### config.mk
export PLATFORM = sky130hd
export DESIGN_NAME = z80_io_decoder
export DESIGN_NICKNAME = d
export VERILOG_FILES = /design/src/rtl/z80_io_decoder_pkg.sv /design/src/rtl/z80_io_decoder.sv
export SDC_FILE = /design/constraint.sdc
export NUM_CORES = 1
export LEC_CHECK = 0
export BUFFER_PORTS_ARGS = -buffer_cell sky130_fd_sc_hd__clkbuf_2
export CORE_UTILIZATION = 40
export CTS_CLUSTER_SIZE = 10
export DETAILED_ROUTE_END_ITERATION = 6
export PLACE_DENSITY = 0.69
export SLEW_MARGIN = 30
export SYNTH_ARGS = -nofsm -noshare
export SYNTH_HDL_FRONTEND = slang
export SYNTH_SLANG_ARGS = --single-unit
### constraint.sdc
create_clock -name i_clk -period 4 [get_ports i_clk]
set_input_delay 0.4 -clock i_clk [delete_from_list [all_inputs] [get_ports i_clk]]
set_output_delay 0.4 -clock i_clk [all_outputs]
set_load 0.05 [all_outputs]
### src/rtl/z80_io_decoder_pkg.sv
// Z80 I/O decoder shared definitions.
// State encodings, address-map prefixes, helpers.
package z80_io_decoder_pkg;

  typedef enum logic [1:0] {
    ST_IDLE   = 2'd0,
    ST_ACCESS = 2'd1,
    ST_DONE   = 2'd2
  } state_t;

  localparam logic [2:0] CFG_PREFIX_DEF = 3'b110;

  localparam logic [2:0] RSV_PREFIX_A = 3'b100;
  localparam logic [2:0] RSV_PREFIX_B = 3'b101;
  localparam logic [2:0] RSV_PREFIX_C = 3'b111;

  localparam int N_DEV = 4;

  function automatic logic [N_DEV-1:0] dev_onehot(
    input logic [1:0] d
  );
    dev_onehot    = '0;
    dev_onehot[d] = 1'b1;
  endfunction

  function automatic logic is_rsv(
    input logic [2:0] p
  );
    return (p == RSV_PREFIX_A) ||
           (p == RSV_PREFIX_B) ||
           (p == RSV_PREFIX_C);
  endfunction

endpackage

### src/rtl/z80_io_decoder.sv
// Z80 I/O front end: port decode, cycle FSM,
// one-shot peripheral strobes.
module z80_io_decoder
  import z80_io_decoder_pkg::*;
#(
  parameter logic [2:0] CFG_PREFIX = CFG_PREFIX_DEF,
  parameter int         REG_W      = 5
) (
  input  logic             i_clk,
  input  logic             i_reset_n,
  input  logic             i_iorq_n,
  input  logic             i_m1_n,
  input  logic             i_rd_n,
  input  logic             i_wr_n,
  input  logic [7:0]       i_addr,
  input  logic [7:0]       i_data,
  input  logic             i_wait,
  output logic             o_wsg_iorq_n,
  output logic             o_wsg_cs_n,
  output logic [1:0]       o_wsg_device,
  output logic [N_DEV-1:0] o_dev_sel,
  output logic [REG_W-1:0] o_reg,
  output logic [7:0]       o_wdata,
  output logic             o_rd_stb,
  output logic             o_wr_stb,
  output logic             o_unmapped,
  output logic             o_busy
);

  state_t           r_state;
  state_t           w_state_nxt;
  logic [N_DEV-1:0] r_dev;
  logic [N_DEV-1:0] w_dev_nxt;
  logic [REG_W-1:0] r_reg;
  logic [REG_W-1:0] w_reg_nxt;
  logic [7:0]       r_wdata;
  logic [7:0]       w_wdata_nxt;
  logic             r_wr_dir;
  logic             w_wr_dir_nxt;
  logic             r_rd_stb;
  logic             w_rd_stb_nxt;
  logic             r_wr_stb;
  logic             w_wr_stb_nxt;
  logic             r_unm;
  logic             w_unm_nxt;
  logic             w_start;
  logic             w_cfg;
  logic             w_rsv;

  // INTA and M1 cycles never reach the wait-state generator
  assign o_wsg_iorq_n = i_iorq_n | i_addr[7] | ~i_m1_n;
  assign o_wsg_cs_n   = (i_addr[7:5] != CFG_PREFIX)
                      | i_iorq_n | ~i_m1_n;
  assign o_wsg_device = i_addr[6:5];

  // exactly one of RD/WR low; both low is not a cycle
  assign w_start = ~i_iorq_n & i_m1_n & (i_rd_n ^ i_wr_n);
  assign w_cfg   = (i_addr[7:5] == CFG_PREFIX);
  assign w_rsv   = is_rsv(i_addr[7:5]) & ~w_cfg;

  assign o_dev_sel  = r_dev;
  assign o_reg      = r_reg;
  assign o_wdata    = r_wdata;
  assign o_rd_stb   = r_rd_stb;
  assign o_wr_stb   = r_wr_stb;
  assign o_unmapped = r_unm;
  assign o_busy     = (r_state != ST_IDLE);

  // state register
  always_ff @(posedge i_clk or negedge i_reset_n) begin
    if (!i_reset_n) begin
      r_state <= ST_IDLE;
    end else begin
      r_state <= w_state_nxt;
    end
  end

  // next state and next registered outputs
  always_comb begin
    w_state_nxt  = r_state;
    w_dev_nxt    = r_dev;
    w_reg_nxt    = r_reg;
    w_wdata_nxt  = r_wdata;
    w_wr_dir_nxt = r_wr_dir;
    w_rd_stb_nxt = 1'b0;
    w_wr_stb_nxt = 1'b0;
    w_unm_nxt    = 1'b0;
    unique case (r_state)
      ST_IDLE: begin
        if (w_start) begin
          w_reg_nxt    = i_addr[REG_W-1:0];
          w_wr_dir_nxt = ~i_wr_n;
          if (!i_wr_n) begin
            w_wdata_nxt = i_data;
          end
          if (!i_addr[7]) begin
            w_dev_nxt   = dev_onehot(i_addr[6:5]);
            w_state_nxt = ST_ACCESS;
          end else begin
            w_unm_nxt   = w_rsv;
            w_state_nxt = ST_DONE;
          end
        end
      end
      ST_ACCESS: begin
        if (i_iorq_n) begin
          w_dev_nxt   = '0;
          w_state_nxt = ST_IDLE;
        end else if (!i_wait) begin
          w_rd_stb_nxt = ~r_wr_dir;
          w_wr_stb_nxt = r_wr_dir;
          w_state_nxt  = ST_DONE;
        end
      end
      ST_DONE: begin
        if (i_iorq_n) begin
          w_dev_nxt   = '0;
          w_state_nxt = ST_IDLE;
        end
      end
      default: begin
        w_dev_nxt   = '0;
        w_state_nxt = ST_IDLE;
      end
    endcase
  end

  // registered outputs and latched cycle info
  always_ff @(posedge i_clk or negedge i_reset_n) begin
    if (!i_reset_n) begin
      r_dev    <= '0;
      r_reg    <= '0;
      r_wdata  <= '0;
      r_wr_dir <= 1'b0;
      r_rd_stb <= 1'b0;
      r_wr_stb <= 1'b0;
      r_unm    <= 1'b0;
    end else begin
      r_dev    <= w_dev_nxt;
      r_reg    <= w_reg_nxt;
      r_wdata  <= w_wdata_nxt;
      r_wr_dir <= w_wr_dir_nxt;
      r_rd_stb <= w_rd_stb_nxt;
      r_wr_stb <= w_wr_stb_nxt;
      r_unm    <= w_unm_nxt;
    end
  end

endmodule

==> out/results.txt, run 1 <==
Outcome = finished, final reports clean
Worst Hold Class = input port to async pin
Die Y = 54.8 um
Seq cells post-synth = 23
Hold WS = 0.0598 ns
Worst-Margin Slew = 0.567 ns
Area Overhead vs Synth = 24.0%
Vias = 806
# clock sinks = 23
Synth Cell Area = 1110 um^2
DR iter-0 viols = 7
Longest Clk Path Bufs = 2
Multi-input logic area = 493 um^2
Leading cell type in the layout, fill and taps excluded = clkbuf_2
Final Util = 54.3%
Met2 wire length = 992 um
Clock Tree Root = clkbuf_4
Clock Latency Late Sink = 0.30 ns
Min cycle time layout = 1.98 ns
Crit end category = flop
GRT Resource Usage Total = 16.4%
Power per cell area = 790 nW/um^2
Most frequent cells in the layout = clkbuf_2 (47), dfrtp_1 (23), mux2_4 (8)
RSZ-0062 raised after global routing = no
Peak Freq = 506 MHz
# fillers = 243
DR top layer = met4
Leakage = 0.719 nW
Post-synth EDFFs = 0
Cell taking the most area after synthesis = dfrtp_1
Post-synth top flop = dfrtp_1
Routed WL per cell = 13.0 um
CTS tree = built
Core area = 2540 um^2
Starting density of the core = 43.8%
Arr. time, crit path = 2.18 ns
Antenna cell count = 0
Detailed-route vias per instance = 4.98
Worst-path clk slew = 0.12 ns
Chip Width = 54.8 um
Met3 wire length = 158 um
Final nets = 159
Setup WS pre-CTS = 2.03 ns
Placer congestion estimate = 0.772
Layout cell share with drive strength beyond 1 = 56.1%
Total Power = 1.09 mW
Placed inst area = 1360 um^2
Average cell area after synthesis = 13.1 um^2
Finished Layout Cells = 162
Reg2reg setup slack = 2.02 ns
Largest net degree at the start of global routing = 24
Top-area cell type share of the netlist area = 51.6%
Wire length on met1 = 934 um
CP Class = flop to flop
Synth Instances = 85
Synth unique cells = 31
Crit-path max FO = 13
First-pass GRT wire length = 3480 um
Max IR drop VDD = 470 uV
Vias in the first global route = 791
FFs w/ async S/R, synth = 100%
Die Footprint = 3000 um^2
Initial antenna violation count = 0
Final Cycle Share = 49.4%
Register Area = 576 um^2
Post CTS Setup Buffer Count = 0
Gr ovfl total = 0
Startpoint types = flop
MaxCap Viol Count = 0
Required @ worst endpoint = 4.20 ns
Num ports = 48
IO buf count = 47
Max reg flops = 8
Rel. slew slack = 61.8%
Antenna-violating nets left = 0
First drt pass iteration count = 2
Final Hold Vio Count = 0
CTS Buf Count = 3
Row cnt = 18
H-tree depth = 1
Post-CTS Hold Buffers = 0
Final setup vio count = 0
Final Max Slew Viols = 0
Setup Skew = 0.00131 ns
Top cells by area, synth = dfrtp_1 (52%), mux2_4 (11%), mux2_2 (5.1%), o211ai_2 (4.5%), ha_1 (3.4%)
DP HPWL = 1670 um
Synth Warn # = 0
Fin area = 1380 um^2
Post-Syn Nets = 111
Setup_tns = 0 ns
Worst setup margin = 2.02 ns
Routed WL = 2100 um
Placed Cells = 158
DR DRC count = 0
Sequential fraction of the synthesis area = 51.6%
CTS resizes = 0
[path summary, 6_finish.rpt]
path | start | end | cells past startpoint
max | r_state[0] | o_wdata[7] | 4
min | i_reset_n | o_reg[3] | 1
max reg2reg | r_state[0] | o_wdata[7] | 4
min reg2reg | r_wr_dir | o_rd_stb | 1
max in group asynchronous | i_reset_n | o_dev_sel[1] | 1
min in group i_clk | i_wait | o_wr_stb | 2
[power by group]
group | switching [mW] | leakage [nW] | internal [mW]
clock network | 0.0645 | 0.0150 | 0.0389
logic | 0.431 | 0.413 | 0.184
registers | 0.0532 | 0.291 | 0.320
total | 0.549 | 0.719 | 0.543
[Yosys cell counts, types with 2 or more instances]
cell / count
mux2_4: 8
o211ai_2: 4
nand3_1: 6
buf_4: 2
dfrtp_1: 23
mux2_2: 5
ha_1: 3
nand2_1: 6
inv_1: 4
a21oi_1: 2
o21ai_0: 2
[layout make-up]
type                       instances  share of cell area (%)
clock buffer                       4                    1.90
tap                               30                    2.71
timing repair buffer              47                    17.0
sequential                        23                    41.6
inverter                           4                    1.09
multi-input combinational         54                    35.7
[critical path: stages (launching register included)]
cell and delay, ns:
dfrtp_1 0.40, inv_1 0.10, ha_1 0.42, and4b_1 0.61, mux2_4 0.34
[cell families after synthesis]
| logic type | Yosys count | synth area share [%] |
|---|---|---|
| adder cells (fa/ha/maj) | 3 | 3.37 |
| multiplexers | 13 | 15.8 |
| AO/OA/AOI/OAI | 12 | 9.32 |
| flip-flops | 23 | 51.6 |
| buffers and inverters | 8 | 4.15 |
| XOR/XNOR | 1 | 1.46 |
| AND/OR/NAND/NOR | 25 | 14.3 |
[routing by layer]
layer	up-vias	global-route usage [%]
met5	-	0
met2	26	26.1
li1	392	-
met4	0	3.85
met3	2	5.56
met1	386	21.2
Power figures use the tool's default switching activity.
==> run 2, diff against run 1 <==
- ABC_AREA: default -> 1
- clock period: 4 -> 1.9 ns (I/O delays scaled with it)
==> run 2 against run 1 <==
  * Via count is 18% higher
  * Area after synthesis grew 0.79%
  * Non-clock buffer count increased by 1
  * Power is 130% higher
  * Register-to-register slack worse by 1.6 ns
  * Setup slack lost 1.9 ns
  * Synthesized cell count is 49% higher
  * Die area up 0.77%
  * Sequential power is 120% higher
  * Largest power group unchanged
==> out/results.txt, run 2 <==
Count leader, synth = nand2_1
Min cycle time layout = 1.80 ns
# fillers = 255 (+4.9%)
DP HPWL = 1810 um (+8.1%)
Die Footprint = 3030 um^2 (+0.77%)
Post-CTS Hold Buffers = 1 (+1)
Longest Clk Path Bufs = 2 (unchanged)
Synth Warn # = 0 (unchanged)
Max IR drop VDD = 1140 uV (+140%)
Worst Hold Class = input port to flop
H-tree depth = 1 (unchanged)
Leakage = 0.833 nW (+16%)
Seq cells post-synth = 23 (unchanged)
Arr. time, crit path = 1.61 ns (-0.57 ns)
RSZ-0062 raised after global routing = no
DR DRC count = 0 (unchanged)
FFs w/ async S/R, synth = 100% (unchanged)
Placed inst area = 1370 um^2 (+1.0%)
Cell chain of the critical path = inv_1, ha_1, inv_2, clkbuf_2
Rel. slew slack = 62.7% (+0.92 points)
Required @ worst endpoint = 1.71 ns (-2.49 ns)
Top-area cell type share of the netlist area = 51.2% (-0.40 points)
Crit path buffers/inverters = 3 (+2)
Crit-path max FO = 10 (-3)
Commonest cells in the netlist = nand2_1 (43), dfrtp_1 (23), inv_1 (18)
CTS Buf Count = 3 (unchanged)
CTS resizes = 0 (unchanged)
Multi-input logic area = 450 um^2 (-8.6%)
Sequential fraction of the synthesis area = 51.2% (-0.40 points)
Max reg flops = 8 (unchanged)
Routed WL per cell = 11.2 um (-13%)
Worst-case reg-to-reg path depth = 5 (+1)
Crit end category = output pin
Detailed-route vias per instance = 4.62 (-7.1%)
CTS tree = built
Post-synth EDFFs = 0 (unchanged)
Starting density of the core = 43.8% (about the same)
CP top delay family = buffers and inverters
Row cnt = 18 (unchanged)
Layout cell share with drive strength beyond 1 = 35.8% (-20 points)
Placer congestion estimate = 0.773 (about the same)
Routed WL = 2320 um (+10%)
Final Hold Vio Count = 0 (unchanged)
Instance count on the critical path = 4 (unchanged)
Vias in the first global route = 853 (+7.8%)
CP Class = flop to output pin
Final Max Slew Viols = 0 (unchanged)
Area Overhead vs Synth = 25.3%
Synth Cell Area = 1120 um^2 (+0.79%)
Average cell area after synthesis = 8.85 um^2 (-33%)
WHS Path Cells = 3
Chip Width = 55 um (+0.38%)
Antenna-violating nets left = 0 (unchanged)
First drt pass iteration count = 4 (+2)
Synth unique cells = 19 (-39%)
Register Area = 576 um^2 (unchanged)
Finished Layout Cells = 206 (+27%)
Final Cycle Share = 94.6%
Top cells by area, synth = dfrtp_1 (51%), nand2_1 (14%), inv_1 (6.0%), ha_1 (3.3%), o21ai_2 (3.1%)
Clock Tree Root = clkbuf_4
Final setup vio count = 0 (unchanged)
Post-Syn Nets = 153 (+38%)
Initial antenna violation count = 0 (unchanged)
Power per cell area = 1770 nW/um^2 (+120%)
Startpoint types = flop
Synth Instances = 127 (+49%)
CP max stage cell = dfrtp_1
Largest stage delay, worst path = 0.43 ns (-0.18 ns)
Most frequent cells in the layout = clkbuf_2 (47), nand2_1 (43), dfrtp_1 (23)
Final nets = 203 (+28%)
Worst-Margin Slew = 0.560 ns (-0.00775 ns)
MaxCap Viol Count = 0 (unchanged)
Total Power = 2.49 mW (+130%)
Die Y = 55 um (+0.38%)
First-pass GRT wire length = 3640 um (+4.6%)
DR iter-0 viols = 8 (+1)
Fin area = 1410 um^2 (+1.8%)
GRT Resource Usage Total = 17.4% (+1.0 points)
Final Util = 54.8% (+0.50 points)
Num ports = 48 (unchanged)
Outcome = finished, final reports clean
Largest net degree at the start of global routing = 24 (unchanged)
IO buf count = 47 (unchanged)
Post-synth top flop = dfrtp_1
Leading cell type in the layout, fill and taps excluded = clkbuf_2
Clock Latency Late Sink = 0.32 ns (+0.02 ns)
Post CTS Setup Buffer Count = 0 (unchanged)
Vias = 952 (+18%)
Peak Freq = 556 MHz
Setup_tns = 0 ns (unchanged)
Antenna cell count = 0 (unchanged)
Core area = 2570 um^2 (+0.88%)
Worst-path clk slew = 0.13 ns (about the same)
Setup Skew = 0.00246 ns (+0.00115 ns)
Placed Cells = 201 (+27%)
Cell taking the most area after synthesis = dfrtp_1
Gr ovfl total = 0 (unchanged)
# clock sinks = 23 (unchanged)
## run 2: tightest hold or removal path, stage by stage
cell and delay [ns]:
clkbuf_2 0.07, nand2_1 0.04, nand2_1 0.05
## run 2: logic make-up after synthesis
kind of cell	Yosys count	synth area share, %
AOI/OAI and AO/OA	16	9.69
DFF	23	51.2
and+or+nand+nor	63	27.1
adders and majority gates	3	3.34
buffers and inverters	22	8.68
## run 2: report_power, final
group          internal, mW  total (mW)  leakage (nW)  switching, mW
sequential            0.693       0.809         0.297          0.115
combinational         0.331        1.44         0.518           1.11
clock                0.0790       0.234        0.0177          0.155
## run 2: layout make-up
| cell class | count | area share, % |
|---|---|---|
| Clock inverter | 1 | 0.356 |
| Clock buffer | 3 | 1.60 |
| Multi-Input combinational cell | 82 | 32.0 |
| Inverter | 19 | 5.07 |
| Timing Repair Buffer | 48 | 17.4 |
| Sequential cell | 23 | 40.9 |
| Tap cell | 30 | 2.67 |
## run 2: worst paths after layout
kind,slack [ns],endpoint,from
max in group asynchronous,1.16,o_wdata[1],i_reset_n
hold reg to reg,0.44,o_rd_stb,r_wr_dir
setup / recovery,0.10,o_busy,r_state[1]
min in group asynchronous,0.37,o_dev_sel[3],i_reset_n
hold / removal,0.05,o_reg[2],i_addr[2]
setup reg to reg,0.43,o_wdata[7],r_state[1]
## run 2: per-stage QoR
step	setup slack, ns	hold WS (ns)
after detailed placement	0.444	0.205
after floorplan	0.507	-0.106
after CTS	0.0870	0.0475
after global routing	0.0297	0.0494
final	0.102	0.0550
after global placement	0.482	0.201
## run 2: per-layer routing
metal / wire length, um / track usage [%] / vias to the layer above
met5: 0 / 0 / -
met4: 55 / 8.75 / 0
met3: 180 / 4.10 / 5
met2: 1050 / 29.1 / 42
met1: 1030 / 20.9 / 409
li1: - / - / 496
